**config.mk**
```make
export PLATFORM = sky130hd
export DESIGN_NAME = map_loader
export DESIGN_NICKNAME = d
export VERILOG_FILES = /design/src/rtl/map_loader.sv
export SDC_FILE = /design/constraint.sdc
export NUM_CORES = 1
export LEC_CHECK = 0
export BUFFER_PORTS_ARGS = -buffer_cell sky130_fd_sc_hd__buf_2
export CAP_MARGIN = 10
export CORE_MARGIN = 2
export CORE_UTILIZATION = 37
export CTS_BUF_LIST = sky130_fd_sc_hd__clkbuf_8
export DETAILED_ROUTE_END_ITERATION = 8
export GPL_ROUTABILITY_DRIVEN = 0
export PLACE_DENSITY_LB_ADDON = 0.1
export SYNTH_ARGS = -nofsm -noshare
export SYNTH_HDL_FRONTEND = slang
export SYNTH_SLANG_ARGS = --single-unit
```
**constraint.sdc**
```tcl
create_clock -name clk -period 2.23 [get_ports clk]
set_input_delay 0.669 -clock clk [delete_from_list [all_inputs] [get_ports clk]]
set_output_delay 0.669 -clock clk [all_outputs]
set_load 0.01 [all_outputs]
```
**src/rtl/map_loader.sv**
```systemverilog
// map_loader: unpacks a framed byte stream into one map-cell RAM write per cycle.
// Cells are written row-fastest so the linear index {col,row} matches ROM load order.
module map_loader #(
  parameter int         COLBITS   = 4,
  parameter int         ROWBITS   = 4,
  parameter int         BITS      = 2,
  parameter logic [7:0] SYNC_BYTE = 8'hA5
) (
  input  logic               clk,
  input  logic               reset_n,
  input  logic [7:0]         in_data,
  input  logic               in_valid,
  output logic               in_ready,
  input  logic               abort,
  output logic               wr_en,
  output logic [ROWBITS-1:0] wr_row,
  output logic [COLBITS-1:0] wr_col,
  output logic [BITS-1:0]    wr_val,
  output logic               busy,
  output logic               done
);

  localparam int CPB = 8 / BITS;
  localparam int AW  = COLBITS + ROWBITS;
  localparam int CW  = $clog2(CPB + 1);

  typedef enum logic [1:0] {
    IDLE,
    RECV,
    EMIT
  } state_t;

  state_t             r_state;
  logic               r_in_ready;
  logic               r_wr_en;
  logic [ROWBITS-1:0] r_row;
  logic [COLBITS-1:0] r_col;
  logic [BITS-1:0]    r_val;
  logic               r_busy;
  logic               r_done;
  logic [7:0]         r_shift;
  logic [CW-1:0]      r_cnt;
  logic [AW-1:0]      r_addr;
  logic               r_last;

  state_t             w_state_nxt;
  logic               w_wr_en;
  logic [ROWBITS-1:0] w_row;
  logic [COLBITS-1:0] w_col;
  logic [BITS-1:0]    w_val;
  logic               w_busy;
  logic               w_done;
  logic [7:0]         w_shift;
  logic [CW-1:0]      w_cnt;
  logic [AW-1:0]      w_addr;
  logic               w_last;

  logic w_acc;
  logic w_sync;
  logic w_load;
  logic w_step;
  logic w_end;

  // abort masks acceptance, so all event terms below are mutually exclusive
  assign w_acc  = in_valid & r_in_ready & ~abort;
  assign w_sync = (r_state == IDLE) & w_acc & (in_data == SYNC_BYTE);
  assign w_load = (r_state == RECV) & w_acc;
  assign w_step = (r_state == EMIT) & ~abort & (r_cnt != CW'(CPB));
  assign w_end  = (r_state == EMIT) & ~abort & (r_cnt == CW'(CPB));

  always_ff @(posedge clk or negedge reset_n) begin
    if (!reset_n) begin
      r_state    <= IDLE;
      r_in_ready <= 1'b0;
      r_wr_en    <= 1'b0;
      r_row      <= '0;
      r_col      <= '0;
      r_val      <= '0;
      r_busy     <= 1'b0;
      r_done     <= 1'b0;
      r_shift    <= '0;
      r_cnt      <= '0;
      r_addr     <= '0;
      r_last     <= 1'b0;
    end else begin
      r_state    <= w_state_nxt;
      r_in_ready <= (w_state_nxt != EMIT);
      r_wr_en    <= w_wr_en;
      r_row      <= w_row;
      r_col      <= w_col;
      r_val      <= w_val;
      r_busy     <= w_busy;
      r_done     <= w_done;
      r_shift    <= w_shift;
      r_cnt      <= w_cnt;
      r_addr     <= w_addr;
      r_last     <= w_last;
    end
  end

  always_comb begin
    w_state_nxt = r_state;
    unique case (1'b1)
      abort:   w_state_nxt = IDLE;
      w_sync:  w_state_nxt = RECV;
      w_load:  w_state_nxt = EMIT;
      w_end:   w_state_nxt = r_last ? IDLE : RECV;
      default: w_state_nxt = r_state;
    endcase
  end

  always_comb begin
    w_wr_en = 1'b0;
    w_row   = r_row;
    w_col   = r_col;
    w_val   = r_val;
    w_busy  = r_busy;
    w_done  = 1'b0;
    w_shift = r_shift;
    w_cnt   = r_cnt;
    w_addr  = r_addr;
    w_last  = r_last;
    unique case (1'b1)
      abort: begin
        w_busy  = 1'b0;
        w_shift = '0;
        w_cnt   = '0;
        w_addr  = '0;
        w_last  = 1'b0;
      end
      w_sync: w_busy = 1'b1;
      // first cell comes straight from the bus so it lands the cycle after acceptance
      w_load: begin
        w_val   = in_data[BITS-1:0];
        w_shift = in_data >> BITS;
        w_cnt   = CW'(1);
      end
      w_step: begin
        w_val   = r_shift[BITS-1:0];
        w_shift = r_shift >> BITS;
        w_cnt   = r_cnt + CW'(1);
      end
      w_end: begin
        w_cnt = '0;
        if (r_last) begin
          w_busy = 1'b0;
          w_done = 1'b1;
          w_last = 1'b0;
        end
      end
      default: ;
    endcase
    if (w_load || w_step) begin
      w_wr_en = 1'b1;
      w_row   = r_addr[ROWBITS-1:0];
      w_col   = r_addr[AW-1:ROWBITS];
      w_addr  = r_addr + AW'(1);
      w_last  = (r_addr == '1);
    end
  end

  assign in_ready = r_in_ready;
  assign wr_en    = r_wr_en;
  assign wr_row   = r_row;
  assign wr_col   = r_col;
  assign wr_val   = r_val;
  assign busy     = r_busy;
  assign done     = r_done;

endmodule

```
Yosys cells after proc, flatten, opt, wreduce, memory -nomap -nowiden
Cells that the tools add are included.
{ "op_classes": {"add_sub_neg": 2, "reduce_logical": 10, "eq_ne": 8, "bitwise_logic": 9, "muxes": 14} }
{ "ops": {"columns": ["operator", "n"], "rows": [
  ["$pmux 8 s3", 1],
  ["$eq 8x8->1 const B", 2],
  ["$mux 8", 2],
  ["$pmux 3 s3", 1],
  ["$reduce_bool 3->1", 3],
  ["$add 8x1->8 const B", 1],
  ["$and 1x1->1", 8],
  ["$pmux 2 s4", 1],
  ["$mux 1", 7],
  ["$reduce_bool 2->1", 3],
  ["$ne 2x2->1 const B", 2],
  ["$pmux 2 s2", 1],
  ["$add 3x1->3 const B", 1],
  ["$eq 3x3->1 const B", 1],
  ["$ne 3x3->1 const B", 1],
  ["$pmux 1 s3", 1],
  ["$eq 2x1->1 const B", 1],
  ["$eq 2x2->1 const B", 1],
  ["$logic_not 2->1", 1],
  ["$reduce_and 2->1", 1],
  ["$reduce_or 2->1", 1],
  ["$logic_or 1x1->1", 1],
  ["$not 1->1", 1]
]} }
{ "word_totals": {"elab_cells": 55, "register_bits": 36} }

Logic depth before layout (Yosys ltp)
Gate-level depths: netlist of run 1.
{ "depth": {"word_depth": 6, "depth_mapped": 7} }

Worst setup path after synthesis of run 1
OpenSTA, ideal clock, no wires.
{ "synth_path": {"path_kind": "input -> register", "startpoint": "input port abort", "endpoint": "register r_col[0], in the netlist wr_col[0]", "arrival_ns": 1.676, "setup_ns": 0.125, "path_stages": 5, "slack_ns": 0.429, "t_required_ns": 2.105, "path_cell_list": "nor3b_1 > nand2_1 > nand2_1 > buf_4 > mux2_2"} }
{ "synth_between": {"elab_chain_len": 4} }
{ "synth_rtl": {"columns": ["element", "line_no", "rtl"], "rows": [
  ["start: declaration", "14", "input logic abort,"],
  ["$not 1->1 *", "65, 68", null],
  ["$and 1x1->1 (on tied branches)", "65, 68", null],
  ["$and 1x1->1 (on tied branches)", "67, 68", null],
  ["$logic_or 1x1->1 *", "153", "if (w_load || w_step) begin"],
  ["end signal: assignment", "90", "r_col <= w_col;"],
  ["end: declaration", "37", "logic [COLBITS-1:0] r_col;"]
]} }
Mark *: on every way between the ends. The rest lies on a longest branch, timed or not.
A chain may end at the register's enable or synchronous reset.

Final worst setup path of run 1
{ "layout_path": {"startpoint": "register r_cnt[0]", "endpoint": "register r_col[0], in the netlist wr_col[0]"} }
{ "layout_between": {"elab_chain_len": 3} }
{ "layout_rtl": {"columns": ["element", "line_no", "rtl"], "rows": [
  ["start: declaration", "42", "logic [CW-1:0] r_cnt;"],
  ["start signal: assignment", "95", "r_cnt <= w_cnt;"],
  ["$ne 3x3->1", "68", "assign w_step = (r_state == EMIT) & ~abort & (r_cnt != CW'(CPB));"],
  ["$and 1x1->1", "68", null],
  ["$logic_or 1x1->1", "153", null]
]} }
Every way passes these cells.

==> results.md, run 1 <==
- Final net count: 190
- Starting Density: roughly 39%
- Register-to-register setup slack: 0.35 ns
- Worst VDD drop: 0.403 mV
- TNS Setup: 0 ns
- Hold crit path type: in -> async
- I/O Pins: 26
- Die width: 69.1 um
- CTS Buf Count: 5
- Status: completed
- Reg2reg end: wr_col[0]
- Final Cell Area: 1830 um2
- Setup CP Type: reg -> reg
- Critical-path maximum fanout: 11
- Synthesized area: between 1500 and 2000 um2
- FF+latch area: 851 um2
- Postcts setup bufs: 0
- Sw Pwr: 0.252 mW
- Chip Height: 69.1 um
- Unrepaired setup endpoints after global routing: false
- Clock Power Share: between 30% and 40%
- Area contributors post-synth: dfrtp_1, mux2_2, a21oi_1
- Share of cells above drive strength 1: 26.4%
- Clock skew: 0.00855 ns
- Rel. slew slack: 49.9%
- Simple-gate share of the synthesized area: 17.5%
- Clock buffer depth: 2
- DRT antenna net count: 0
- Htree depth: 2
- Max-slew violation count: 0
- Synth Warn #: 0
- Syn_area_per_cell: 10.8 um2
- Crit Reg-Reg Startpoint: r_cnt[0]
- Num rows: 23
- Post-synthesis adder-cell area fraction: 2.39%
- Fmax: 533 MHz
- DRC viols: 0
- Count of cell types in the netlist: 36
- Area leader, netlist: dfrtp_1
- Via Count: 1,228
- Worst Setup Start Kind: flip-flop
- Pin count of the biggest net entering global routing: 35
- Most common cell after layout, fill and taps aside: dfrtp_1
- Internal Power: 0.888 mW
- Synthesized Nets: 160
- P&R area growth vs syn: 16.7%
- Post-cts resize count: 0
- Multi-input gate area: between 600 and 700 um2
- CTS clk-pin slew, worst paths: about 0.07 ns
- R2R cell count: 6
- Wirelength per Cell: 14.8 um
- Sw Ratio: 22.1%
- Gr usage total: ~15%
- Placed Instances: 218
- CTS root buffer: clkbuf_8
- CP endpoint kind: flip-flop
- CTS tree: built
- # port buffers: 25
- Hold Fails Final Rpt: 0
- CTS Hold Bufs: 0
- Power density cells: 623 nW/um2
- Largest family of logic cells by synthesized area: simple AND/OR/NAND/NOR gates
- P_leak: 0.880 nW
- Most frequent cells in the layout: dfrtp_1, buf_2, a21oi_1
- Flops & latches, synth: 34
- Core Util, Final: 45.4%
- FILL cells: approximately 420
- Routed wire length: 3320 um
- Critical path required time: 2.39 ns
- Crit path time final: approximately 1.9 ns
- Worst EP arrival: between 2 and 2.5 ns
- Synth Instances: 145
- Worst-Skew Late Latency: 0.28 ns
- Gate power share: under 10%
- Clock sink count: 34
- Placed cell areas: roughly 1700 um2
- Core ar.: 4030 um2
- 1st-iter DRT viols: 68
- Post-route insts no fill: around 220
- Die area: between 4000 and 5000 um2
- Synth Area in Compound Gates: a little over an eighth
- Post-synth top area share: 54.3%
- Worst Max-Slew Pin Slew: 0.751 ns
- Vias in the first global route: 1,166
- Sequential-to-total area share from yosys stat: 54.3%
- Antenna cell count: 0
- Tcrit/Tclk final: 84.1%
- Share of power burned in registers: 55.5%
- HPWL Detailed: 2320 um
- Gr ovfl total: 0
- DR pass1 iterations: 4
- First-pass GRT wire length: roughly 5600 um
- Max Cap Violations: 0
- Final setup violation count: 0
- Vias/cell: 5.48
- Hold Slack: between 0.4 and 0.5 ns
- Mux contribution to synthesized area: 8.38%
- Initial antenna violation count: 0
- Post-Synth XOR/XNOR Area: 0.559%
-- routing by layer --
layer | wire length (um) | global-route usage [%]
met1 | 1610 | 21.0
met2 | 1460 | 21.4
met3 | 206 | 5.70
met4 | 32 | 3.92
met5 | 0 | 0
-- synthesized netlist by cell type (all sizes together) --
library cell and count:
or3 5, mux2 9, a31o 1, or4 3
nor4bb 2, nor3 1, a22oi 4, nand3 5
nor3b 1, ha 3, o311ai 1, nand2 13
a21oi 16, o21ai 7, inv 5, and3 1
clkbuf 2, and4 1, xor2 1, and4b 1
buf 3, a22o 2, nand4 2, nor2 11
and2b 1, o31ai 2, o32ai 1, nand2b 3
mux2i 3, dfrtp 34, or2 1
-- state kept, by name, summed over array words and instances, names as in the netlist --
name      cells
busy          1
wr_col        4
wr_val        2
r_addr        8
wr_en         1
r_last        1
r_shift       6
wr_row        4
done          1
in_ready      1
r_state       2
r_cnt         3
-- worst max-delay path by stage --
stage | start | to | slack, ns
floorplan | abort | wr_col[0] | 0.43
global placement | abort | wr_row[2] | 0.18
detailed placement | abort | wr_col[0] | 0.10
CTS | r_cnt[0] | wr_col[0] | 0.34
global route | r_cnt[0] | wr_col[3] | 0.25
finish | r_cnt[0] | wr_col[0] | 0.35
-- worst max-delay path, stage by stage (launching register included) --
cell	delay [ns]
dfrtp_1	0.40
inv_1	0.06
ha_1	0.23
nand2_1	0.20
nand2_1	0.11
nand2_1	0.36
mux2_2	0.39
-- metrics by stage --
| stage | power (mW) | worst slack, ns |
|---|---|---|
| after floorplan | 0.666 | 0.429 |
| after global placement | 0.710 | 0.179 |
| after detailed placement | 0.708 | 0.102 |
| after CTS | 1.15 | 0.342 |
| after global routing | 1.19 | 0.252 |
| final | 1.14 | 0.354 |
-- final cells by class --
class                   count  area share, %
clock buffers               6           4.51
inverters                   5           1.03
multi-input cells         101           36.5
flip-flops and latches     34           46.5
well taps                  50           3.42
repair buffers             28           8.07
-- power by group through the flow --
| stage | clock (mW) | sequential, mW | combinational (mW) |
|---|---|---|---|
| finish | 0.445 | 0.633 | 0.0627 |
| global route | 0.490 | 0.633 | 0.0716 |
| CTS | 0.457 | 0.633 | 0.0647 |
| detailed placement | 0 | 0.644 | 0.0642 |
| global placement | 0 | 0.644 | 0.0657 |
| floorplan | 0 | 0.647 | 0.0195 |
-- kinds of logic (layout without fill, tap and decap cells) --
| logic type | count (synthesis) | in the layout |
|---|---|---|
| xor+xnor | 1 | 1 |
| simple gates | 51 | 51 |
| flops | 34 | 34 |
| compound gates | 34 | 34 |
| fa+ha+maj | 3 | 3 |
| buf+inv | 10 | 39 |
| mux | 12 | 12 |
No activity file was read; power rests on OpenSTA's default activity.
==> run 2: changes to the inputs <==
Settings changed: ABC_AREA set to 1.
Clock period 2.23 ns to 1.8 ns, I/O delays scaled along.
==> run 2 against run 1 <==
  * Count of clock-buffer cells in the layout did not move
  * Fmax rose by 22%
  * Non-clock buffer count fell by 1
  * Final cell count rose by 32%
  * First-iteration DRC count rose by 22%
  * Critical path type unchanged
  * Largest power group unchanged
==> results.md, run 2 <==
- Status: completed
- Worst VDD drop: 0.279 mV (-31%)
- Worst EP arrival: 1.75 ns (-0.29 ns)
- DR pass1 iterations: 4 (unchanged)
- DRT antenna net count: 0 (unchanged)
- First-pass GRT wire length: 5950 um (+5.5%)
- P_leak: 1.08 nW (+23%)
- CP top delay family: simple AND/OR/NAND/NOR gates
- P&R area growth vs syn: 15.6%
- Multi-input gate area: 698 um2 (+4.7%)
- Reg2reg end: r_addr[4]
- Cell mode on critical path: nand2_1
- Pin count of the biggest net entering global routing: 35 (unchanged)
- Fmax: 652 MHz (+22%)
- Post-synth top area share: 50.6% (-3.6 points)
- DRC viols: 0 (unchanged)
- R2R cell count: 8 (+2)
- Count of cell types in the netlist: 23 (-36%)
- Area contributors post-synth: dfrtp_1, nand2_1, inv_1
- CTS root buffer: clkbuf_8
- FILL cells: 455 (+8.1%)
- CTS clk-pin slew, worst paths: 0.07 ns (about the same)
- Antenna cell count: 0 (unchanged)
- Sequential-to-total area share from yosys stat: 50.6% (-3.6 points)
- Core Util, Final: 44.6% (-0.78 points)
- Starting Density: 38.6% (-0.32 points)
- Synthesized area: 1680 um2 (+7.2%)
- CTS Hold Bufs: 0 (unchanged)
- Critical path required time: 2.02 ns (-0.37 ns)
- Postcts setup bufs: 0 (unchanged)
- Worst-Skew Late Latency: 0.28 ns (about the same)
- Num rows: 24 (+4.3%)
- Share of cells above drive strength 1: 19.3% (-7.1 points)
- Wirelength per Cell: 11.3 um (-23%)
- Crit-path cells: inv_1 > ha_1 > nand2_1 > nand2_2 > nand2_4 > nor2_4 > nand2_1 > nand2_1
- HPWL Detailed: 2380 um (+2.7%)
- Worst Max-Slew Pin Slew: 0.444 ns (-0.307 ns)
- CP max stage delay: 0.41 ns (about the same)
- Area leader, netlist: dfrtp_1
- Worst Setup Start Kind: flip-flop
- Max-slew violation count: 0 (unchanged)
- Gr ovfl total: 0 (unchanged)
- Tcrit/Tclk final: 85.2% (+1.1 points)
- Die area: 5100 um2 (+6.8%)
- Synthesized Nets: 227 (+42%)
- Crit path time final: 1.53 ns (-0.342 ns)
- I/O Pins: 26 (unchanged)
- Core ar.: 4350 um2 (+8.1%)
- Final setup violation count: 0 (unchanged)
- Gr usage total: 15.2% (+0.33 points)
- Async SR Flop Fraction: 100% (unchanged)
- Routed wire length: 3350 um (+0.90%)
- FF+latch area: 851 um2 (unchanged)
- Crit Reg-Reg Startpoint: r_cnt[0]
- Register-to-register setup slack: 0.27 ns (-0.09 ns)
- Most frequent cells in the layout: nand2_1, dfrtp_1, inv_1
- Clock skew: 0.00873 ns (+0.000182 ns)
- Syn_area_per_cell: 7.93 um2 (-27%)
- Rel. slew slack: 70.4% (+20 points)
- Max reg flops: 8 (unchanged)
- Top reg by flops: r_addr
- Synth Instances: 212 (+46%)
- Ys flop type: dfrtp_1
- CP bufs+invs: 1 (unchanged)
- TNS Setup: 0 ns (unchanged)
- Clock buffer depth: 2 (unchanged)
- Post-cts resize count: 0 (unchanged)
- Synth cell count leaders: nand2_1, dfrtp_1, inv_1
- Vias in the first global route: 1,334 (+14%)
- EDFF count, synth: 0 (unchanged)
- Die width: 71.4 um (+3.3%)
- Clock sink count: 34 (unchanged)
- Flops & latches, synth: 34 (unchanged)
- Unrepaired setup endpoints after global routing: false
- Setup CP Type: reg -> reg
- Most common cell after layout, fill and taps aside: nand2_1
- CTS tree: built
- Htree depth: 2 (unchanged)
- Synth Warn #: 0 (unchanged)
- Vias/cell: 4.50 (-18%)
- Max Cap Violations: 0 (unchanged)
- Hold Fails Final Rpt: 0 (unchanged)
- Most frequent cell after synthesis: nand2_1
- CP max-delay cell: dfrtp_1
- Chip Height: 71.4 um (+3.3%)
- Initial antenna violation count: 0 (unchanged)
- Hold crit path type: in -> async
- # port buffers: 25 (unchanged)
- Final net count: 257 (+35%)
- Largest regs: r_addr x8, r_shift x6
- Via Count: 1,327 (+8.1%)
- Power density cells: 724 nW/um2 (+16%)
- 1st-iter DRT viols: 83 (+22%)
- CP endpoint kind: flip-flop
- CTS Buf Count: 5 (unchanged)
- Critical-path maximum fanout: 14 (+3)
-- run 2: stage by stage --
stage,std cells,area [um2],hold slack [ns],power (mW),setup slack (ns)
after global placement,287,1850,0.455,0.848,0.197
after global routing,295,1940,0.308,1.48,0.130
after floorplan,212,1680,0.244,0.807,0.443
after CTS,295,1940,0.292,1.44,0.263
final,295,1940,0.288,1.41,0.267
after detailed placement,287,1850,0.459,0.847,0.154
-- run 2: worst max-delay path by stage --
stage | from | end | slack (ns) | cells after the start
finish | r_cnt[0] | r_addr[4] | 0.27 | 8
floorplan | in_valid | wr_val[0] | 0.44 | 8
global route | r_cnt[1] | r_addr[6] | 0.13 | 8
global placement | abort | wr_col[3] | 0.20 | 7
CTS | r_cnt[0] | r_addr[3] | 0.26 | 8
detailed placement | abort | wr_col[2] | 0.15 | 7
-- run 2: power by group --
group | internal, mW | switching [mW] | total, mW
registers | 0.767 | 0.00165 | 0.769
logic | 0.0203 | 0.0414 | 0.0617
clock network | 0.303 | 0.273 | 0.576
total | 1.09 | 0.316 | 1.41
-- run 2: layout make-up --
cell class	count	share of cell area (%)
clock buffer	6	4.25
timing repair buffer	27	7.21
multi-input combinational	148	35.9
tap	52	3.35
clock inverter	2	0.451
inverter	26	5.02
sequential	34	43.8
-- run 2: layer usage --
layer / wire length [um] / vias to the layer above / part of all wire [%] / track usage, %
met5: 0 / - / 0 / 0
met4: 17 / 0 / 0.51 / 4.82
met3: 134 / 2 / 4.0 / 4.64
met2: 1540 / 23 / 46 / 24.5
met1: 1650 / 586 / 49 / 19.6
li1: - / 716 / - / -
-- run 2: cells by family (layout without fill, tap and decap cells) --
group	count (synthesis)	in the layout	share of synthesized area, %
buffers and inverters	30	61	7.82
flip-flops	34	34	50.6
AND/OR/NAND/NOR	127	127	32.6
AO/OA/AOI/OAI	18	18	6.70
adder cells (fa/ha/maj)	3	3	2.23
